===== src/rtl/imm_gen_pipe.sv =====
// Format-aware RV32I/RV64I immediate generator feeding a
// 2-entry in-order result queue with an illegal-opcode counter.
module imm_gen_pipe #(
  parameter int XLEN  = 64,
  parameter int CNT_W = 16
) (
  input  logic             clk,
  input  logic             rst_n,
  input  logic             in_valid,
  output logic             in_ready,
  input  logic [31:0]      in_instr,
  output logic             out_valid,
  input  logic             out_ready,
  output logic [XLEN-1:0]  out_imm,
  output logic [2:0]       out_fmt,
  output logic             out_illegal,
  output logic [CNT_W-1:0] illegal_cnt
);

  typedef struct packed {
    logic [XLEN-1:0] imm;
    logic [2:0]      fmt;
    logic            ill;
  } ent_t;

  logic [6:0]  opc;
  logic        is_i, is_s, is_b;
  logic        is_u, is_j, is_r;
  logic [31:0] raw;
  logic [2:0]  fmt_d;
  logic        ill_d;
  ent_t        dec;

  assign opc = in_instr[6:0];

  always_comb begin
    is_i = opc inside {7'b0000011, 7'b0010011,
                       7'b0011011, 7'b1100111,
                       7'b1110011};
    is_s = (opc == 7'b0100011);
    is_b = (opc == 7'b1100011);
    is_u = opc inside {7'b0110111, 7'b0010111};
    is_j = (opc == 7'b1101111);
    is_r = opc inside {7'b0110011, 7'b0111011,
                       7'b0001111};
  end

  // raw is already sign-extended to 32 bits
  always_comb begin
    raw   = '0;
    fmt_d = 3'd7;
    ill_d = 1'b0;
    unique case (1'b1)
      is_i: begin
        raw   = {{20{in_instr[31]}},
                 in_instr[31:20]};
        fmt_d = 3'd1;
      end
      is_s: begin
        raw   = {{20{in_instr[31]}},
                 in_instr[31:25],
                 in_instr[11:7]};
        fmt_d = 3'd2;
      end
      is_b: begin
        raw   = {{19{in_instr[31]}},
                 in_instr[31], in_instr[7],
                 in_instr[30:25],
                 in_instr[11:8], 1'b0};
        fmt_d = 3'd3;
      end
      is_u: begin
        raw   = {in_instr[31:12], 12'b0};
        fmt_d = 3'd4;
      end
      is_j: begin
        raw   = {{11{in_instr[31]}},
                 in_instr[31],
                 in_instr[19:12],
                 in_instr[20],
                 in_instr[30:21], 1'b0};
        fmt_d = 3'd5;
      end
      is_r: fmt_d = 3'd0;
      default: ill_d = 1'b1;
    endcase
  end

  always_comb begin
    dec.imm = XLEN'($signed(raw));
    dec.fmt = fmt_d;
    dec.ill = ill_d;
  end

  ent_t       mem [2];
  ent_t       head;
  logic       rd_ptr;
  logic       wr_idx;
  logic [1:0] count;
  logic       push, pop;

  assign in_ready  = (count != 2'd2);
  assign out_valid = (count != 2'd0);
  assign push      = in_valid && in_ready;
  assign pop       = out_valid && out_ready;
  assign wr_idx    = rd_ptr ^ count[0];

  assign head        = mem[rd_ptr];
  assign out_imm     = head.imm;
  assign out_fmt     = head.fmt;
  assign out_illegal = head.ill;

  always_ff @(posedge clk or negedge rst_n) begin
    if (!rst_n) begin
      mem[0] <= '0;
      mem[1] <= '0;
      rd_ptr <= 1'b0;
      count  <= 2'd0;
    end else begin
      if (push) mem[wr_idx] <= dec;
      if (pop)  rd_ptr <= ~rd_ptr;
      unique case ({push, pop})
        2'b10:   count <= count + 2'd1;
        2'b01:   count <= count - 2'd1;
        default: count <= count;
      endcase
    end
  end

  always_ff @(posedge clk or negedge rst_n) begin
    if (!rst_n) begin
      illegal_cnt <= '0;
    end else if (push && ill_d &&
                 illegal_cnt != '1) begin
      illegal_cnt <= illegal_cnt + CNT_W'(1);
    end
  end

endmodule


===== config.mk =====
export PLATFORM = sky130hd
export DESIGN_NAME = imm_gen_pipe
export DESIGN_NICKNAME = d
export VERILOG_FILES = /design/src/rtl/imm_gen_pipe.sv
export SDC_FILE = /design/constraint.sdc
export NUM_CORES = 1
export LEC_CHECK = 0
export BUFFER_PORTS_ARGS = -buffer_cell sky130_fd_sc_hd__buf_2
export CORE_ASPECT_RATIO = 0.75
export CORE_UTILIZATION = 45
export CTS_BUF_LIST = sky130_fd_sc_hd__clkbuf_16
export DETAILED_ROUTE_END_ITERATION = 10
export MAX_ROUTING_LAYER = met4
export PLACE_DENSITY = 0.72
export SYNTH_ARGS = -nofsm -noshare
export SYNTH_HDL_FRONTEND = slang
export SYNTH_SLANG_ARGS = --single-unit

===== constraint.sdc =====
create_clock -name clk -period 1.8 [get_ports clk]
set_input_delay 0.09 -clock clk [delete_from_list [all_inputs] [get_ports clk]]
set_output_delay 0.09 -clock clk [all_outputs]
set_load 0.05 [all_outputs]

==> results_dict.tcl, run 1 <==
set metrics [dict create \
    status "finished clean" \
    number_of_nets_produced_by_synthesis 541 \
    final_nets 637 \
    timing.critical_path.slowest_cell_delay_ns 0.45 \
    detail-route-antenna-nets 0 \
    number_of_enable_flip_flop_cells_after_synthesis 0 \
    seq_area_frac_synth_pct 46.40 \
    finalSetupViolations 0 \
    ir_drop_uv 807.7 \
    fin_worst_skew_ns 0.006208 \
    cts-buffers-inserted 9 \
    worst_setup_path_end_kind "output pin" \
    die_area_mm2 0.01133 \
    fin_crit_ns 1.753 \
    placeableCoreArea_mm2 0.01045 \
    p_leak_nw 2.791 \
    final_min_period_over_clock_period_pct 97.40 \
    setup_total_negative_slack_ns 0 \
    post_cts_buffers 0 \
    pwr_density_cell_mw_per_mm2 1921 \
    detail_route.wirelength_um 11970 \
    synth_top_cell_area_share_pct 46.40 \
    cts_tree "done" \
    cp.required_ns 1.71 \
    synth_most_common_cell "dfrtp_1" \
    initial_core_util_pct 46.96 \
    maxSlewViolCount 0 \
    synth.largest_area_cell "dfrtp_1" \
    worst_ep_arrival_time_ns 1.66 \
    dr.first_iter.drc_count 305 \
    die_y_extent_um 92.44 \
    nFillCells 912 \
    antenna_found_initial 0 \
    ys_top_cells_by_area "dfrtp_1 46%, mux2_2 8.5%, nand2_1 5.3%, buf_4 5.2%, nor2_1 4.3%" \
    pin_count 122 \
    hold_class "in2reg" \
    setup.worst_path.class "reg2out" \
    track_usage_pct 22.30 \
    synthesis.yosys.warnings 0 \
    dr.pass1.iters 5 \
    rsz0062_at_grt "true" \
    wl_per_cell_um 16.18 \
    timing.critical_path.from_type "flop" \
    drive_above_1_share_pct 40.73 \
    post-route-util_pct 56.49 \
    yosys_register_bits 91 \
    clkLatencyLatePin_ns 0.34 \
    worst_pin_slew_ns 0.4990 \
    netlist-cell-type-count 54 \
    grtUsageMet3_pct 5.111 \
    cts-root-to-sink-buffers 2 \
    async_flop_share_pct 100.0 \
    diodes 0 \
    grt_first_pass_wirelength_um 18950 \
    gr-usage-met2_pct 32.44 \
    clk_pin_slew_ns 0.07 \
    first_global_vias 3709 \
    global_route.overflow_total 0 \
    dieWidth_um 122.6 \
    hpwl_um 8435 \
    cts_root_buffer "clkbuf_16" \
    detailroute.via_count 3996 \
    vias_per_cell 5.400 \
    hold_violations 0 \
    worst_path_slowest_cell "dfrtp_2" \
    grtUsageMet1_pct 31.44 \
    cap_viol_max_count 0 \
    cts_max_level 3 \
    gate_count_after_technology_mapping 503 \
    pin_count_of_the_biggest_net_entering_global_routing 36 \
    mean_syn_cell_area_um2 9.756 \
    synth_top_cells_by_count "91 x dfrtp_1, 69 x nand2_1, 56 x nor2_1" \
    synth_top_flop_cell "dfrtp_1" \
    max_freq_mhz 570.4 \
    io_buffers 121 \
    highest_net_fanout_along_the_worst_path 22 \
    area_delta_synth_final_pct 20.30 \
    cts.sink_count 91 \
    crit_path_cell_trace "buf_6, mux2_2, buf_2" \
    num_rows 32 \
    post-route-drc-count 0 \
    grt-busiest-layer "met2" \
    rd_place_congestion 0.9503 \
    syn-cell-area_mm2 0.004907 \
    max_slew_margin_pct 66.70 \
]
layout by cell type (no fill, tap or decap), types with 6 or more instances in the layout:
cell	synthesis	final
buf_2	20	109
dfrtp_1	91	77
nand2_1	69	69
nor2_1	56	54
mux2_2	37	36
a21oi_1	30	30
buf_4	34	23
o21ai_1	21	21
a31oi_1	16	16
o21ai_0	15	15
xor2_1	14	14
dfrtp_2	0	14
nand3_1	11	11
clkbuf_4	0	11
clkbuf_16	0	9
a22oi_1	6	6
nor3_2	6	6
xnor2_1	6	6
area by class of cell:
| cell class | instances | area [um2] | share of cell area [%] |
|---|---|---|---|
| Multi-Input combinational cell | 346 | 2240 | 37.94 |
| Clock buffer | 9 | 225.2 | 3.815 |
| Timing Repair Buffer | 147 | 857.1 | 14.52 |
| Tap cell | 136 | 170.2 | 2.883 |
| Clock inverter | 7 | 101.3 | 1.717 |
| Sequential cell | 91 | 2295 | 38.87 |
| Inverter | 4 | 15.01 | 0.2543 |
routing by layer:
metal	wire length [um]	up-vias
li1	-	1894
met1	5743	1946
met2	5425	144
met3	654	12
met4	151	0
met5	0	-
sequential cells by signal, summed over array words and instances, names as in the netlist:
signal       count
count            2
illegal_cnt     16
mem             72
rd_ptr           1
kinds of logic after synthesis:
kind of cell	Yosys count	share of synthesized area [%]
xor+xnor	20	3.570
mux	42	9.612
compound gates	98	11.63
flops	91	46.40
simple gates	183	19.73
buf+inv	67	8.542
fa+ha+maj	2	0.5099
per-stage QoR:
step                worst slack, ns  area (um2)  hold WS [ns]  power (mW)  std cells
floorplan                   -0.1217        4930       -0.2056       8.088        503
global placement            0.02966        5507       0.07522       9.107        722
detailed placement         -0.03628        5507       0.08024       9.227        722
CTS                         0.01812        5857      0.002929       11.35        739
global route               -0.01015        5903       0.03058       12.00        740
finish                      0.04673        5903       0.01566       11.34        740
final timing paths:
check | start | endpoint | cells past startpoint | slack, ns
max | rd_ptr | out_imm[11] | 3 | 0.05
min | in_instr[25] | mem[9] | 3 | 0.02
max reg2reg | illegal_cnt[0] | illegal_cnt[1] | 6 | 0.10
min reg2reg | mem[3] | mem[3] | 2 | 0.48
max in group asynchronous | rst_n | mem[34] | 3 | 0.94
min in group asynchronous | rst_n | mem[89] | 2 | 0.26
where the power goes:
part,internal (mW),switching [mW],total [mW]
sequential,2.81,0.463,3.28
clock,1.23,0.809,2.03
combinational,1.79,4.24,6.03
total,5.83,5.51,11.3
worst max-delay path, delay by kind of cell (launching register included):
family                 cells  cell delay [ns]
buffers and inverters      2             0.49
multiplexers               1             0.38
flip-flops                 1             0.45
repair_timing:
| item | in CTS | in global routing |
|---|---|---|
| cloned | 0 | 1 |
| setup endpoints to repair | 77 | 33 |
| endpoints found under the hold margin | 32 | 0 |
| hold buffers | 1 | 0 |
| gates resized for setup | 5 | 13 |
Power figures use the tool's default switching activity.
==> inputs of run 2 (changes only) <==
Settings changed: SETUP_SLACK_MARGIN set to 0.2, SLEW_MARGIN set to 20.
==> results_dict.tcl, run 2 (synthesis gave the netlist of run 1 again) <==
set metrics [dict create \
    status "finished clean" \
    final_nets 665 \
    cts.sink_count 91 \
    timing.critical_path.from_type "flop" \
    first_global_vias 3894 \
    io_buffers 121 \
    drive_above_1_share_pct 44.62 \
    int_pwr_mw 6.386 \
    rsz0062_at_grt "true" \
    cts_root_buffer "clkbuf_16" \
    wl_per_cell_um 17.38 \
    fin_worst_skew_ns 0.005356 \
    place_inst 719 \
    layout.cells.non_filler 768 \
    cts-root-to-sink-buffers 2 \
    cts_max_level 3 \
    grt_first_pass_wirelength_um 20360 \
    maxSlewViolCount 0 \
    fin_hold_ws_ns 0.02714 \
    pwr-share-clk_pct 13.9 \
    combinationalPowerShare_pct 59.2 \
    dieWidth_um 122.6 \
    nFillCells 860 \
    r2r_setup_slack_ns 0.18 \
    detailroute.via_count 4220 \
    rd_place_congestion 0.8605 \
    vias_per_cell 5.495 \
    pin_count_of_the_biggest_net_entering_global_routing 49 \
    swShare_pct 47.69 \
    cap_viol_max_count 0 \
    finalSetupViolations 0 \
    cts-buffers-inserted 9 \
    r2r_cell_count 7 \
    dr.first_iter.drc_count 295 \
    antenna_found_initial 0 \
    diodes 0 \
    placed_cell_area_mm2 0.005534 \
    worst_pin_slew_ns 0.6335 \
    area_delta_synth_final_pct 34.78 \
    hpwl_um 8409 \
    post-route-drc-count 0 \
    r2r_end "illegal_cnt[1]" \
    track_usage_pct 24.22 \
    clk_pin_slew_ns 0.06 \
    ir_drop_uv 1084 \
    setup.worst_path.class "reg2out" \
    cts_tree "done" \
    num_rows 32 \
    dr.pass1.iters 5 \
    number_of_flip_flops_under_the_largest_register_name 72 \
    max_freq_mhz 595.8 \
    pin_count 122 \
    initial_core_util_pct 46.96 \
    fin_crit_ns 1.678 \
    r2r_start "count[1]" \
    max_slew_margin_pct 57.77 \
    area.sequential_mm2 0.002296 \
    top_regs "mem x72, illegal_cnt x16, count x2" \
    global_route.overflow_total 0 \
    detail-route-antenna-nets 0 \
    worst_setup_path_end_kind "output pin" \
    highest_net_fanout_along_the_worst_path 12 \
    crit_path_end "out_imm[50]" \
    cp.required_ns 1.71 \
    sequentialPowerShare_pct 27.0 \
    hold_violations 0 \
    pwr_density_cell_mw_per_mm2 1846 \
    worst_ep_arrival_time_ns 1.59 \
    placeableCoreArea_mm2 0.01045 \
    final_min_period_over_clock_period_pct 93.24 \
    clkLatencyLatePin_ns 0.34 \
    fin_total_pwr_mw 12.21 \
    p_leak_nw 3.055 \
    fin_area_mm2 0.006614 \
    detail_route.wirelength_um 13340 \
    timing.critical_path.from "rd_ptr" \
    hold_class "in2reg" \
    die_y_extent_um 92.44 \
    layout_commonest_cell "dfrtp_1" \
    most-common-layout-cells "76 x dfrtp_1, 68 x nand2_1, 64 x buf_2" \
    largest-register "mem" \
    power.switching_mw 5.822 \
    multiInputGateArea_mm2 0.002445 \
    die_area_mm2 0.01133 \
]
-- run 2: worst max-delay path, cell delays in order, from the launching register on --
cell and delay (ns):
dfrtp_2 0.47, buf_12 0.18, mux2_4 0.37, buf_4 0.21
-- run 2: per-layer routing --
| metal | vias up | track usage (%) | routed length, um |
|---|---|---|---|
| met1 | 2064 | 31.94 | 5869 |
| met4 | 0 | 5.183 | 121 |
| met5 | - | - | 0 |
| met3 | 14 | 4.988 | 839 |
| li1 | 1960 | - | - |
| met2 | 182 | 38.48 | 6515 |
-- run 2: metrics by stage --
step	setup TNS [ns]	setup WS, ns	util (%)
global placement	0	0.04666	52.96
floorplan	0	0.005251	-
finish	0	0.1217	63.29
detailed placement	-0.05730	-0.01440	52.96
global route	0	0.08092	63.29
CTS	0	0.1301	60.93
-- run 2: worst min-delay path by stage --
stage	from	slack (ns)	depth (start not counted)	to
after floorplan	rst_n	-0.21	0	count[0]
after global placement	rst_n	0.14	1	mem[91]
after detailed placement	rst_n	0.16	1	mem[23]
after CTS	in_instr[29]	0.02	3	mem[13]
after global routing	in_instr[26]	0.02	3	mem[10]
final	in_instr[26]	0.03	3	mem[10]
-- run 2: final cells by class --
type / instances / share of cell area (%)
Multi-Input combinational cell: 348 / 36.97
Timing Repair Buffer: 173 / 21.53
Sequential cell: 91 / 34.71
Tap cell: 136 / 2.573
Clock buffer: 9 / 3.405
Inverter: 4 / 0.2649
Clock inverter: 7 / 0.5486
-- run 2: power by group through the flow --
stage / Clock (mW) / Sequential, mW / Combinational, mW
finish: 1.70 / 3.29 / 7.22
detailed placement: 0 / 3.30 / 6.03
floorplan: 0 / 3.43 / 4.76
global route: 1.84 / 3.39 / 7.60
CTS: 1.73 / 3.29 / 6.98
global placement: 0 / 3.25 / 5.95
-- run 2: what timing repair did --
item                                    CTS  global route
setup buffers                            12            15
hold buffers                              1             0
pin swaps                                 3            24
cloned                                    5             0
gates resized for setup                 120            29
endpoints found under the setup margin  100           125
hold endpoints to repair                 46             0
